$ cat config.mk
export PLATFORM = sky130hd
export DESIGN_NAME = mem_port_arbiter
export DESIGN_NICKNAME = d
export VERILOG_FILES = /design/src/rtl/mem_arb_pkg.sv /design/src/rtl/rr_arbiter2.sv /design/src/rtl/mem_port_arbiter.sv
export SDC_FILE = /design/constraint.sdc
export NUM_CORES = 1
export LEC_CHECK = 0
export ABC_AREA = 1
export CORE_AREA = 5 5 104 106
export DETAILED_ROUTE_END_ITERATION = 12
export DIE_AREA = 0 0 109 111
export GPL_TIMING_DRIVEN = 0
export PLACE_DENSITY = 0.66
export SLEW_MARGIN = 20
export SYNTH_ARGS = -nofsm -noshare
export SYNTH_HDL_FRONTEND = slang
export SYNTH_SLANG_ARGS = --single-unit
$ cat constraint.sdc
create_clock -name clk -period 3.1 [get_ports clk]
set_input_delay 0.62 -clock clk [delete_from_list [all_inputs] [get_ports clk]]
set_output_delay 0.62 -clock clk [all_outputs]
set_load 0.01 [all_outputs]
$ cat src/rtl/mem_arb_pkg.sv
`default_nettype none
// ============================================================================
// Module      : mem_arb_pkg
// Description : Shared types and constants for the unified-RAM port arbiter.
//               gnt_e names the two requesters (fetch, load/store).
//               arb_state_e names the port state (free / read in flight).
// Revision    : 1.0 - initial release
// ============================================================================
package mem_arb_pkg;

    // Requester identity; also used as the round-robin history value and the
    // owner tag of an in-flight read.
    typedef enum logic {
        GNT_IF  = 1'b0,
        GNT_MEM = 1'b1
    } gnt_e;

    // Port state: IDLE = RAM port free, BUSY = a read is in flight.
    typedef enum logic {
        ARB_IDLE = 1'b0,
        ARB_BUSY = 1'b1
    } arb_state_e;

    // Bit positions of the requesters inside the req/gnt vectors.
    localparam int unsigned C_REQ_IF  = 0;
    localparam int unsigned C_REQ_MEM = 1;

    // Latency counter width; RD_LAT is limited to 1..4, so 3 bits suffice.
    localparam int unsigned C_CNT_W = 3;

    // Map a one-hot grant vector to the requester identity.
    function automatic gnt_e gnt_to_id(input logic [1:0] gnt);
        return gnt[C_REQ_MEM] ? GNT_MEM : GNT_IF;
    endfunction

endpackage
`default_nettype wire

$ cat src/rtl/rr_arbiter2.sv
`default_nettype none
// ============================================================================
// Module      : rr_arbiter2
// Description : Two-input round-robin grant. Grants only while the shared
//               port is free. On a conflict, the requester that did not win
//               the previous handshake wins. The history register changes
//               only on an actual handshake (fire_i).
// Ports       : clk, rst    - clock, synchronous active-high reset
//               req_i[1:0]  - request vector (bit0 = IF, bit1 = MEM)
//               free_i      - shared port can accept a request this cycle
//               fire_i      - a handshake happens this cycle
//               gnt_o[1:0]  - one-hot grant (combinational)
// Revision    : 1.0 - initial release
// ============================================================================
module rr_arbiter2
    import mem_arb_pkg::*;
(
    input  logic       clk,
    input  logic       rst,
    input  logic [1:0] req_i,
    input  logic       free_i,
    input  logic       fire_i,
    output logic [1:0] gnt_o
);

    gnt_e last_gnt_q;
    gnt_e last_gnt_d;

    always_comb begin
        gnt_o = 2'b00;
        if (free_i) begin
            case (req_i)
                2'b01:   gnt_o = 2'b01;
                2'b10:   gnt_o = 2'b10;
                // Conflict: favour whoever did not win last time.
                2'b11:   gnt_o = (last_gnt_q == GNT_IF) ? 2'b10 : 2'b01;
                default: gnt_o = 2'b00;
            endcase
        end
    end

    always_comb begin
        last_gnt_d = last_gnt_q;
        if (fire_i && (gnt_o != 2'b00)) begin
            last_gnt_d = gnt_to_id(gnt_o);
        end
    end

    // Reset history to IF so the first conflict after reset goes to MEM.
    always_ff @(posedge clk) begin
        if (rst) begin
            last_gnt_q <= GNT_IF;
        end else begin
            last_gnt_q <= last_gnt_d;
        end
    end

endmodule
`default_nettype wire

$ cat src/rtl/mem_port_arbiter.sv
`default_nettype none
// ============================================================================
// Module      : mem_port_arbiter
// Description : Shares one single-port, synchronous-read RAM between the
//               fetch stage (read-only) and the load/store stage. It grants
//               one request per free slot, with round-robin on conflict. It
//               tracks the fixed read latency and steers each read response
//               back to the requester that issued it.
// Parameters  : ADDR_W - address width
//               DATA_W - data width (byte strobes are DATA_W/8)
//               RD_LAT - RAM read latency in cycles, 1..4
// Ports       : clk, rst                  - clock, sync active-high reset
//               if_req_*_i / if_req_ready_o   - fetch request channel
//               if_resp_*_o                   - fetch read response
//               mem_req_*_i / mem_req_ready_o - load/store request channel
//               mem_resp_*_o                  - load response
//               ram_*_o / ram_rdata_i         - RAM macro interface
// Revision    : 1.0 - initial release
// ============================================================================
module mem_port_arbiter
    import mem_arb_pkg::*;
#(
    parameter int unsigned ADDR_W = 32,
    parameter int unsigned DATA_W = 32,
    parameter int unsigned RD_LAT = 1
) (
    input  logic                clk,
    input  logic                rst,
    // Fetch port
    input  logic                if_req_valid_i,
    input  logic [ADDR_W-1:0]   if_req_addr_i,
    output logic                if_req_ready_o,
    output logic                if_resp_valid_o,
    output logic [DATA_W-1:0]   if_resp_data_o,
    // Load/store port
    input  logic                mem_req_valid_i,
    input  logic                mem_req_we_i,
    input  logic [ADDR_W-1:0]   mem_req_addr_i,
    input  logic [DATA_W-1:0]   mem_req_wdata_i,
    input  logic [DATA_W/8-1:0] mem_req_wstrb_i,
    output logic                mem_req_ready_o,
    output logic                mem_resp_valid_o,
    output logic [DATA_W-1:0]   mem_resp_data_o,
    // RAM macro
    output logic                ram_en_o,
    output logic [DATA_W/8-1:0] ram_we_o,
    output logic [ADDR_W-1:0]   ram_addr_o,
    output logic [DATA_W-1:0]   ram_wdata_o,
    input  logic [DATA_W-1:0]   ram_rdata_i
);

    localparam logic [C_CNT_W-1:0] C_LAT_CNT = C_CNT_W'(RD_LAT);
    localparam logic [C_CNT_W-1:0] C_CNT_ONE = C_CNT_W'(1);

    // ------------------------------------------------------------------
    // State
    // ------------------------------------------------------------------
    arb_state_e         state_q;
    arb_state_e         state_d;
    logic [C_CNT_W-1:0] cnt_q;
    logic [C_CNT_W-1:0] cnt_d;
    gnt_e               owner_q;
    gnt_e               owner_d;

    // ------------------------------------------------------------------
    // Grant / handshake decode
    // ------------------------------------------------------------------
    logic       w_resp_cycle;
    logic       w_free;
    logic [1:0] w_req;
    logic [1:0] w_gnt;
    logic       w_if_win;
    logic       w_mem_win;
    logic       w_fire;
    logic       w_store;
    logic       w_read_fire;
    logic       w_resp;

    // The response cycle doubles as a free slot so reads can issue
    // back-to-back at full throughput.
    assign w_resp_cycle = (state_q == ARB_BUSY) && (cnt_q == C_LAT_CNT);
    assign w_free       = (state_q == ARB_IDLE) || w_resp_cycle;
    assign w_req        = {mem_req_valid_i, if_req_valid_i};

    rr_arbiter2 u_rr_arbiter2 (
        .clk    (clk),
        .rst    (rst),
        .req_i  (w_req),
        .free_i (w_free),
        .fire_i (w_fire),
        .gnt_o  (w_gnt)
    );

    // A grant is only issued to a valid requester, so a (reset-qualified)
    // grant is already a handshake.
    assign w_if_win    = w_gnt[C_REQ_IF]  && !rst;
    assign w_mem_win   = w_gnt[C_REQ_MEM] && !rst;
    assign w_fire      = w_if_win || w_mem_win;
    assign w_store     = w_mem_win && mem_req_we_i;
    assign w_read_fire = w_fire && !w_store;
    assign w_resp      = w_resp_cycle && !rst;

    // ------------------------------------------------------------------
    // Request-side outputs and RAM muxing
    // ------------------------------------------------------------------
    always_comb begin
        if_req_ready_o  = w_if_win;
        mem_req_ready_o = w_mem_win;
        ram_en_o        = w_fire;
        ram_we_o        = '0;
        ram_addr_o      = '0;
        ram_wdata_o     = '0;
        if (w_mem_win) begin
            ram_addr_o  = mem_req_addr_i;
            ram_wdata_o = mem_req_wdata_i;
            // A zero strobe is still a granted slot; it just writes nothing.
            if (mem_req_we_i) begin
                ram_we_o = mem_req_wstrb_i;
            end
        end else if (w_if_win) begin
            ram_addr_o = if_req_addr_i;
        end
    end

    // ------------------------------------------------------------------
    // Response steering: RAM data goes only to the owner of the read.
    // ------------------------------------------------------------------
    always_comb begin
        if_resp_valid_o  = w_resp && (owner_q == GNT_IF);
        mem_resp_valid_o = w_resp && (owner_q == GNT_MEM);
        if_resp_data_o   = if_resp_valid_o  ? ram_rdata_i : '0;
        mem_resp_data_o  = mem_resp_valid_o ? ram_rdata_i : '0;
    end

    // ------------------------------------------------------------------
    // Port FSM next state
    // ------------------------------------------------------------------
    always_comb begin
        state_d = state_q;
        cnt_d   = cnt_q;
        owner_d = owner_q;
        if (w_read_fire) begin
            // New read (possibly in the response cycle of the previous one).
            state_d = ARB_BUSY;
            cnt_d   = C_CNT_ONE;
            owner_d = w_mem_win ? GNT_MEM : GNT_IF;
        end else if (state_q == ARB_BUSY) begin
            if (w_resp_cycle) begin
                state_d = ARB_IDLE;
                cnt_d   = '0;
            end else begin
                cnt_d = cnt_q + C_CNT_ONE;
            end
        end
    end

    // Reset drops any in-flight read so no stale response appears later.
    always_ff @(posedge clk) begin
        if (rst) begin
            state_q <= ARB_IDLE;
            cnt_q   <= '0;
            owner_q <= GNT_IF;
        end else begin
            state_q <= state_d;
            cnt_q   <= cnt_d;
            owner_q <= owner_d;
        end
    end

endmodule
`default_nettype wire

==> results.json <==
{
  "synthTopCellsByCount": "nand2_1, nor2_1, inv_1",
  "cp_slowest_cell": "clkdlybuf4s50_1",
  "cts_tree": "built",
  "synth_edf_count": 0,
  "area_growth_pct": 189,
  "ir_worst_vdd_mv": 0.0760,
  "synthSimpleGateAreaFrac": 0.603,
  "num_rows": 36,
  "seq_area_frac_synth": 0.0746,
  "rsz0062_at_grt": "no",
  "setup_violations": 0,
  "drt_iter0_drc": 69,
  "path_clk_slew_ns": 0.04,
  "htreeDepth": 1,
  "synth_top_area_frac": 0.252,
  "period_minus_slack_ns": 3.01,
  "dp_cells": 740,
  "power_density_mw_per_mm2": 152,
  "syn-num-nets": 473,
  "crit_type": "input port to output pin",
  "cts_num_sinks": 6,
  "critPathMaxStageDelay_ns": 0.56,
  "die_area_mm2": 0.0121,
  "synth_xor_xnor_area_share": 0,
  "fin_nets": 754,
  "fin_worst_skew_ns": 0.00244,
  "relSlewSlack": 0.849,
  "final_cells": 746,
  "insertion_delay_ns": 0.22,
  "synth_mux_area_frac": 0,
  "grt_max_degree": 11,
  "startpoint_type": "input port",
  "num_io_pins": 274,
  "worst_pin_slew_ns": 0.227,
  "maxCapViolations": 0,
  "grt_pass1_vias": 2855,
  "reg2reg_depth": 8,
  "port_buffers": 273,
  "max_freq_mhz": 333,
  "cts.hold.buffers_added": 0,
  "min_path_type": "register to register",
  "setup_tns_ns": 0,
  "yosysMostFrequentCell": "nand2_1",
  "drive_gt1_frac": 0.0962,
  "hold_viol_final": 0,
  "track_usage": 0.140,
  "path_cells": "clkdlybuf4s50_1 -> inv_1 -> a21oi_2 -> nand3_2 -> buf_6 -> buf_6 -> nor2_2 -> clkdlybuf4s50_1",
  "syn_area_per_cell_um2": 4.82,
  "synth-seq-cells": 6,
  "post-route-period-util": 0.969,
  "clock_tree.root_cell": "clkbuf_8",
  "synth_cell_types": 23,
  "hpwl_um": 8190,
  "synth_area_mm2": 0.00161,
  "ys_warn_count": 0,
  "synth_fa_ha_area_frac": 0.0155,
  "drc": 0,
  "synthCells": 334,
  "synth-compound-area-share": 0.0163,
  "path_max_fanout": 10,
  "grt_pass1_wl_um": 13700,
  "synthFlopType": "dfxtp_1",
  "detail_route.first_pass.iterations": 4,
  "die_h_um": 111,
  "cp.arrival_ns": 2.39,
  "antenna_found_initial": 0,
  "die_w_um": 109,
  "setup_slack_ns": 0.0947,
  "numCtsBuffers": 3,
  "postRouteAntennaNets": 0,
  "status": "completed",
  "whs_path_depth": 2,
  "grt_overflow": 0,
  "avgViaCountPerCell": 3.81,
  "pre_cts_slack_ns": -0.0779,
  "synth.area.top_cells": "nand2_1, nor2_1, inv_1",
  "gp_congestion": 0.815,
  "synth_top_family_by_area": "simple AND/OR/NAND/NOR gates",
  "async_flop_share": 0,
  "slew_violations": 0,
  "diodes": 0,
  "start_util": 0.166,
  "crit_path_end_kind": "output pin",
  "wl_per_cell_um": 12.1,
  "clockBufferDepth": 2,
  "cp_data_required_time_ns": 2.48,
  "vias": 2842,
  "synth_top_area_cell": "nand2_1",
  "p_leak_nw": 2.64,
  "core_mm2": 0.00968,
  "wl_um": 9050
}
flip-flops by register name, indices dropped and copies added, names as in the netlist:
signal,flops
u_rr_arbiter2.last_gnt_q,1
state_q,1
owner_q,1
cnt_q,3
through the flow:
step                      utilization  cell area [µm²]  hold slack (ns)  total power [mW]
after floorplan                     -             1610            0.457             0.268
after global placement          0.466             4510            0.469             0.593
after detailed placement        0.466             4510            0.490             0.599
after CTS                       0.470             4550            0.507             0.719
after global routing            0.481             4660            0.530             0.758
final                           0.481             4660            0.502             0.708
logic make-up (layout without fill, tap and decap cells):
kind of cell               Yosys count  in the layout
DFF                                  6              6
AOI/OAI and AO/OA                    5              5
and+or+nand+nor                    225            225
buffers and inverters               96            375
adders and majority gates            2              2
critical path: cells and delay by family:
kind / cells / cell delay (ns)
AOI/OAI and AO/OA: 1 / 0.14
and+or+nand+nor: 2 / 0.23
buffers and inverters: 5 / 1.40
path summary, 6_finish.rpt:
path	start	to	slack, ns
setup / recovery	mem_req_valid_i	ram_wdata_o[13]	0.09
hold / removal	u_rr_arbiter2.last_gnt_q$_SDFFE_PP0P_	u_rr_arbiter2.last_gnt_q$_SDFFE_PP0P_	0.50
hold reg to reg	u_rr_arbiter2.last_gnt_q$_SDFFE_PP0P_	u_rr_arbiter2.last_gnt_q$_SDFFE_PP0P_	0.50
setup reg to reg	cnt_q[1]$_SDFFE_PP0P_	u_rr_arbiter2.last_gnt_q$_SDFFE_PP0P_	1.67
final cells by class:
class / count / area, µm²
fill: 964 / 5020
buffer: 16 / 173
clock buffer: 3 / 41.3
tap: 133 / 166
sequential: 6 / 120
timing repair buffer: 276 / 2830
multi-input combinational: 232 / 1030
inverter: 80 / 305
power breakdown:
group | total, mW | leakage, nW | switching, mW | internal, mW
clock | 0.117 | 0.0216 | 0.0333 | 0.0834
combinational | 0.502 | 2.56 | 0.194 | 0.308
sequential | 0.0897 | 0.0492 | 0.00601 | 0.0837
total | 0.708 | 2.64 | 0.233 | 0.475
repair_timing:
action | 4_1_cts | 5_1_grt
endpoints found under the hold margin | 0 | 0
gates resized for setup | 1 | 32
pin swaps | 0 | 0
setup endpoints to repair | 29 | 29
buffers inserted | 0 | 3
layout by cell type (no fill, tap or decap):
cell	instances
clkdlybuf4s50_1	244
nand2_1	108
nor2_1	80
inv_1	75
dlymetal6s2s_1	29
nor2_2	24
buf_6	13
dfxtp_1	6
buf_4	4
clkbuf_8	4
nand3_1	4
inv_2	3
nand3_2	2
inv_4	2
nand3_4	2
a21oi_1	2
ha_1	2
a21oi_2	1
nand2_2	1
nand2_4	1
nor2_4	1
buf_2	1
nand4_1	1
o22ai_1	1
nor3_1	1
o21ai_0	1
routing by layer:
layer | vias to the layer above | GRT usage | routed length [µm]
met1 | 1207 | 0.131 | 2920
met3 | 10 | 0.0641 | 1170
li1 | 1487 | - | -
met5 | - | 0 | 0
met2 | 138 | 0.272 | 4850
met4 | 0 | 0.0303 | 113
Power figures use the tool's default switching activity.
